===== config.mk =====
export PLATFORM = sky130hd
export DESIGN_NAME = wb_stage_pipelined
export DESIGN_NICKNAME = d
export VERILOG_FILES = /design/src/rtl/wb_stage_pipelined.sv
export SDC_FILE = /design/constraint.sdc
export NUM_CORES = 1
export LEC_CHECK = 0
export ABC_AREA = 1
export ABC_CLOCK_PERIOD_IN_PS = 2300
export CAP_MARGIN = 20
export CORE_MARGIN = 4
export CORE_UTILIZATION = 25
export CTS_CLUSTER_DIAMETER = 100
export CTS_CLUSTER_SIZE = 24
export DETAILED_ROUTE_END_ITERATION = 8
export GPL_TIMING_DRIVEN = 0
export PLACE_DENSITY = 0.49
export SKIP_LAST_GASP = 1
export SLEW_MARGIN = 15
export SYNTH_ARGS = -nofsm -noshare
export SYNTH_HDL_FRONTEND = slang
export SYNTH_SLANG_ARGS = --single-unit

===== constraint.sdc =====
create_clock -name clk -period 2.3 [get_ports clk]
set_input_delay 0.345 -clock clk [delete_from_list [all_inputs] [get_ports clk]]
set_output_delay 0.345 -clock clk [all_outputs]
set_load 0.01 [all_outputs]

===== src/rtl/wb_stage_pipelined.sv =====
// Write-back stage: captures one retiring instruction per cycle, waits for DMEM on loads,
// and drives a registered RF write port. Optional retire counter: define WB_RETIRE_CNT_EN.
module wb_stage_pipelined #(
   parameter int DATA_WIDTH = 32,
   parameter int RF_ADDR_W  = 5
) (
   input  logic                  clk,
   input  logic                  rst_n,
   input  logic                  MEM_valid_i,
   output logic                  MEM_ready_o,
   input  logic                  MEM_regwrite_i,
   input  logic [RF_ADDR_W-1:0]  MEM_rd_add_i,
   input  logic [DATA_WIDTH-1:0] MEM_pc_i,
   input  logic [DATA_WIDTH-1:0] MEM_imm_i,
   input  logic [DATA_WIDTH-1:0] MEM_alu_result_i,
   input  logic [1:0]            MEM_sel_to_reg_i,
   input  logic [2:0]            MEM_funct3_i,
   input  logic                  DMEM_rvalid_i,
   input  logic [DATA_WIDTH-1:0] DMEM_rdata_i,
   output logic                  WB_regwrite_o,
   output logic [RF_ADDR_W-1:0]  WB_rd_add_o,
   output logic [DATA_WIDTH-1:0] WB_data_write_reg_o,
`ifdef WB_RETIRE_CNT_EN
   output logic [63:0]           WB_retire_cnt_o,
`endif
   output logic                  WB_busy_o
);

   // state     | meaning
   // IDLE      | no instruction held, outputs not valid
   // WAIT_LOAD | load captured, waiting for DMEM_rvalid_i
   // COMMIT    | RF write outputs valid for this cycle
   typedef enum logic [1:0] {
      IDLE      = 2'd0,
      WAIT_LOAD = 2'd1,
      COMMIT    = 2'd2
   } state_t;

   localparam int OFF_W = (DATA_WIDTH == 64) ? 3 : 2;
   localparam logic [1:0] SEL_PC4  = 2'b00;
   localparam logic [1:0] SEL_ALU  = 2'b01;
   localparam logic [1:0] SEL_LOAD = 2'b10;

   state_t state, nxt_state;

   logic                  cap_regwrite;
   logic [RF_ADDR_W-1:0]  cap_rd;
   logic [2:0]            cap_funct3;
   logic [OFF_W-1:0]      cap_off;

   logic                  accept;
   logic                  is_load;
   logic                  do_commit;
   logic                  commit_we;
   logic [RF_ADDR_W-1:0]  commit_rd;
   logic [DATA_WIDTH-1:0] commit_data;
   logic [DATA_WIDTH-1:0] direct_data;

   function automatic logic [DATA_WIDTH-1:0] align_load(
      input logic [DATA_WIDTH-1:0] rdata,
      input logic [OFF_W-1:0]      off,
      input logic [2:0]            f3
   );
      logic [DATA_WIDTH-1:0] b_sh;
      logic [DATA_WIDTH-1:0] h_sh;
      logic [DATA_WIDTH-1:0] w_sh;
      logic [DATA_WIDTH-1:0] res;
      b_sh = rdata >> {off, 3'b000};
      h_sh = rdata >> {off[OFF_W-1:1], 4'b0000};
      // word select only matters for 64-bit; a 32-bit bus already holds one word
      w_sh = (DATA_WIDTH == 64) ? (rdata >> {off[OFF_W-1], 5'b00000}) : rdata;
      case (f3)
         3'b000:  res = DATA_WIDTH'($signed(b_sh[7:0]));
         3'b100:  res = DATA_WIDTH'(b_sh[7:0]);
         3'b001:  res = DATA_WIDTH'($signed(h_sh[15:0]));
         3'b101:  res = DATA_WIDTH'(h_sh[15:0]);
         3'b010:  res = DATA_WIDTH'($signed(w_sh[31:0]));
         3'b110:  res = (DATA_WIDTH == 64) ? DATA_WIDTH'(w_sh[31:0]) : rdata;
         default: res = rdata;
      endcase
      return res;
   endfunction

   assign MEM_ready_o = (state != WAIT_LOAD);
   assign WB_busy_o   = (state == WAIT_LOAD);
   assign accept      = MEM_valid_i & MEM_ready_o;
   assign is_load     = (MEM_sel_to_reg_i == SEL_LOAD);

   always_comb begin
      direct_data = MEM_imm_i;
      case (MEM_sel_to_reg_i)
         SEL_PC4: direct_data = MEM_pc_i + DATA_WIDTH'(4);
         SEL_ALU: direct_data = MEM_alu_result_i;
         default: direct_data = MEM_imm_i;
      endcase
   end

   always_comb begin
      nxt_state   = IDLE;
      do_commit   = 1'b0;
      commit_we   = 1'b0;
      commit_rd   = MEM_rd_add_i;
      commit_data = direct_data;
      case (state)
         WAIT_LOAD: begin
            if (DMEM_rvalid_i) begin
               nxt_state   = COMMIT;
               do_commit   = 1'b1;
               commit_we   = cap_regwrite && (cap_rd != '0);
               commit_rd   = cap_rd;
               commit_data = align_load(DMEM_rdata_i, cap_off, cap_funct3);
            end else begin
               nxt_state = WAIT_LOAD;
            end
         end
         default: begin
            if (accept && is_load) begin
               nxt_state = WAIT_LOAD;
            end else if (accept) begin
               nxt_state = COMMIT;
               do_commit = 1'b1;
               commit_we = MEM_regwrite_i && (MEM_rd_add_i != '0);
            end
         end
      endcase
   end

   always_ff @(posedge clk) begin
      if (!rst_n) begin
         state               <= IDLE;
         WB_regwrite_o       <= 1'b0;
         WB_rd_add_o         <= '0;
         WB_data_write_reg_o <= '0;
         cap_regwrite        <= 1'b0;
         cap_rd              <= '0;
         cap_funct3          <= '0;
         cap_off             <= '0;
      end else begin
         state         <= nxt_state;
         WB_regwrite_o <= do_commit & commit_we;
         if (do_commit) begin
            WB_rd_add_o         <= commit_rd;
            WB_data_write_reg_o <= commit_data;
         end
         if (accept && is_load) begin
            cap_regwrite <= MEM_regwrite_i;
            cap_rd       <= MEM_rd_add_i;
            cap_funct3   <= MEM_funct3_i;
            cap_off      <= MEM_alu_result_i[OFF_W-1:0];
         end
      end
   end

`ifdef WB_RETIRE_CNT_EN
   // counts every commit cycle, including suppressed x0 / regwrite=0 writes
   always_ff @(posedge clk) begin
      if (!rst_n) begin
         WB_retire_cnt_o <= '0;
      end else if (state == COMMIT) begin
         WB_retire_cnt_o <= WB_retire_cnt_o + 64'd1;
      end
   end
`endif

endmodule


==> qor.yml <==
outcome: "finished clean"
die_w_um: 140
nets: 1110
ios: 183
clk_path_buf_depth: 2
grt_setup_unrepaired: "false"
drt_iter0_markers: 357
fin_ws_ns: 0.221
cts_tree: "done"
routedWlPerCell_um: 17.4
maxCapViolCount: 0
clkTransAtPathRegs_ns: 0.06
wl_um: 20700
tightest_slew_ns: 0.541
min-delay-path-class: "flip-flop to flip-flop"
via_count: 5677
finish.utilization: 0.385
cts.sinks: 51
grt_pass1_vias: 5816
setup_viol: 0
gpl.final_weighted_congestion: 0.926
drive_above_1_share: 0.0693
dp_slack_ns: -0.0910
numPortBuffers: 181
grt_max_degree: 17
ys_seq_area_frac: 0.233
synth_common_cells: "nand2_1 (271), nor2_1 (94), nand3_1 (73)"
peakVddDrop_mv: 0.269
crit_top_cell: "nand2_1"
synth_edf_count: 0
cts_hold_buffers: 0
synth_ff_type: "dfxtp_1"
path_buf_inv: 1
syn_avg_cell_area_um2: 5.63
grt_overflow: 0
vias_per_cell: 4.76
p_per_area_nw_per_um2: 427
initial_utilization: 0.254
antenna_found_initial: 1
numCtsBuffers: 5
dieArea_um2: 19700
ys_ff_latch: 51
finalCritPeriodShare: 0.904
drc: 0
synthArstFlopShare: 0
ant_nets: 0
track_usage: 0.207
syn-cell-area_um2: 4380
ys_warn_count: 0
cp_max_fo: 8
nFillCells: 1942
fin_hold_ws_ns: 0.450
slowest_stage: "clkdlybuf4s50_1"
required_ns: 2.50
cp.arrival_ns: 2.28
slew_headroom: 0.639
ys_types: 34
cts_setup_buffers: 0
insertion_delay_ns: 0.30
fin_skew_ns: 0.00966
period_needed_ns: 2.08
drtPass1Iterations: 5
synthCells: 778
end_kind: "flip-flop"
crit_path_start_kind: "input pin"
post_cts_resized: 0
max_stage_delay_ns: 0.61
crit_chain: "clkdlybuf4s50_1 -> ha_1 -> nand2_2 -> nor2_4 -> nand2_2 -> nor2_4 -> nand3_1 -> nand3_1 -> nand2_1 -> nand2_1 -> nand2_1"
diodes: 0
p_leak_nw: 2.84
finalHoldViolations: 0
max_freq_mhz: 481
multi_input_area_um2: 2840
path_delay_family: "simple AND/OR/NAND/NOR gates"
num_rows: 48
htree_levels: 2
synth.most_common_cell: "nand2_1"
die_h_um: 140
synth_area_leaders: "dfxtp_1 (23%), nand2_1 (23%), nand3_1 (8.3%), nor2_1 (8.1%), inv_1 (5.7%)"
yosysTopAreaCell: "dfxtp_1"
yosysTopAreaCellShare: 0.233
setup.worst_path.class: "input pin to flip-flop"
register_area_um2: 1020
cts_root_buf: "clkbuf_16"
drv_slew: 0
syn_nets: 922
grt_pass1_wl_um: 32100
coreArea_um2: 17200
dpl.hpwl_um: 17100
area_growth_pct: 51.6
report_power, final:
group / internal [mW] / switching, mW / total (mW)
clock: 0.519 / 0.361 / 0.880
combinational: 0.473 / 0.505 / 0.977
sequential: 0.945 / 0.0346 / 0.979
final timing paths:
check	from	to	slack [ns]	cells after the start
worst max register to register	state[1]	WB_data_write_reg_o[3]	0.53	6
worst min register to register	WB_data_write_reg_o[20]	WB_data_write_reg_o[20]	0.45	2
worst min-delay path	WB_data_write_reg_o[20]	WB_data_write_reg_o[20]	0.45	2
worst max-delay path	MEM_pc_i[2]	WB_data_write_reg_o[20]	0.22	11
per-stage QoR:
step                      std cells  cell area (um^2)  power, mW  TNS, ns
after floorplan                 778              4380       1.43        0
after global placement         1184              6480       1.97   -0.276
after detailed placement       1184              6480       1.98   -0.275
after CTS                      1192              6640       2.87        0
after global routing           1192              6640       2.99        0
final                          1192              6640       2.84        0
sequential cells by signal, indices dropped and copies added, names as in the netlist:
name,flops
WB_data_write_reg_o,32
state,2
cap_rd,5
cap_funct3,3
WB_rd_add_o,5
cap_off,2
WB_regwrite_o,1
cap_regwrite,1
tightest hold or removal path: cells and delay by family, from the launching register on:
kind	cells	cell delay, ns
flip-flops	1	0.31
AND/OR/NAND/NOR	2	0.10
cell usage in the layout (no fill, tap or decap), types with 7 or more instances in the layout:
cell type	instances
clkbuf_1	11
nand4_1	17
clkdlybuf4s50_1	181
nand2_1	271
a21oi_1	45
nand3_1	73
clkinv_1	9
o21ai_0	22
inv_2	11
inv_1	67
nand2_2	9
buf_4	7
buf_2	16
nor2_1	94
dfxtp_1	51
a221oi_1	17
o21ai_1	10
o21bai_1	8
kinds of logic (layout without fill, tap and decap cells):
logic type                 Yosys count  count (layout)  synth area share
DFF                                 51              51             0.233
buffers and inverters              123             312             0.119
AOI/OAI and AO/OA                  121             121             0.171
adders and majority gates            1               1           0.00285
and+or+nand+nor                    482             482             0.474
cell type report:
type | count | share of cell area
multi-input cells | 604 | 0.427
flip-flops and latches | 51 | 0.154
clock inverters | 2 | 0.00584
repair buffers | 181 | 0.273
inverters | 87 | 0.0492
clock buffers | 6 | 0.0194
plain buffers | 36 | 0.0296
well taps | 225 | 0.0424
layer usage:
metal  part of all wire  vias up  track usage
met4              0.026        2       0.0607
met3              0.065       31       0.0430
met1               0.46     2543        0.274
met5            0.00063        -            0
met2               0.45      194        0.338
li1                   -     2907            -
Note: power is estimated with default switching activity, not from simulation.
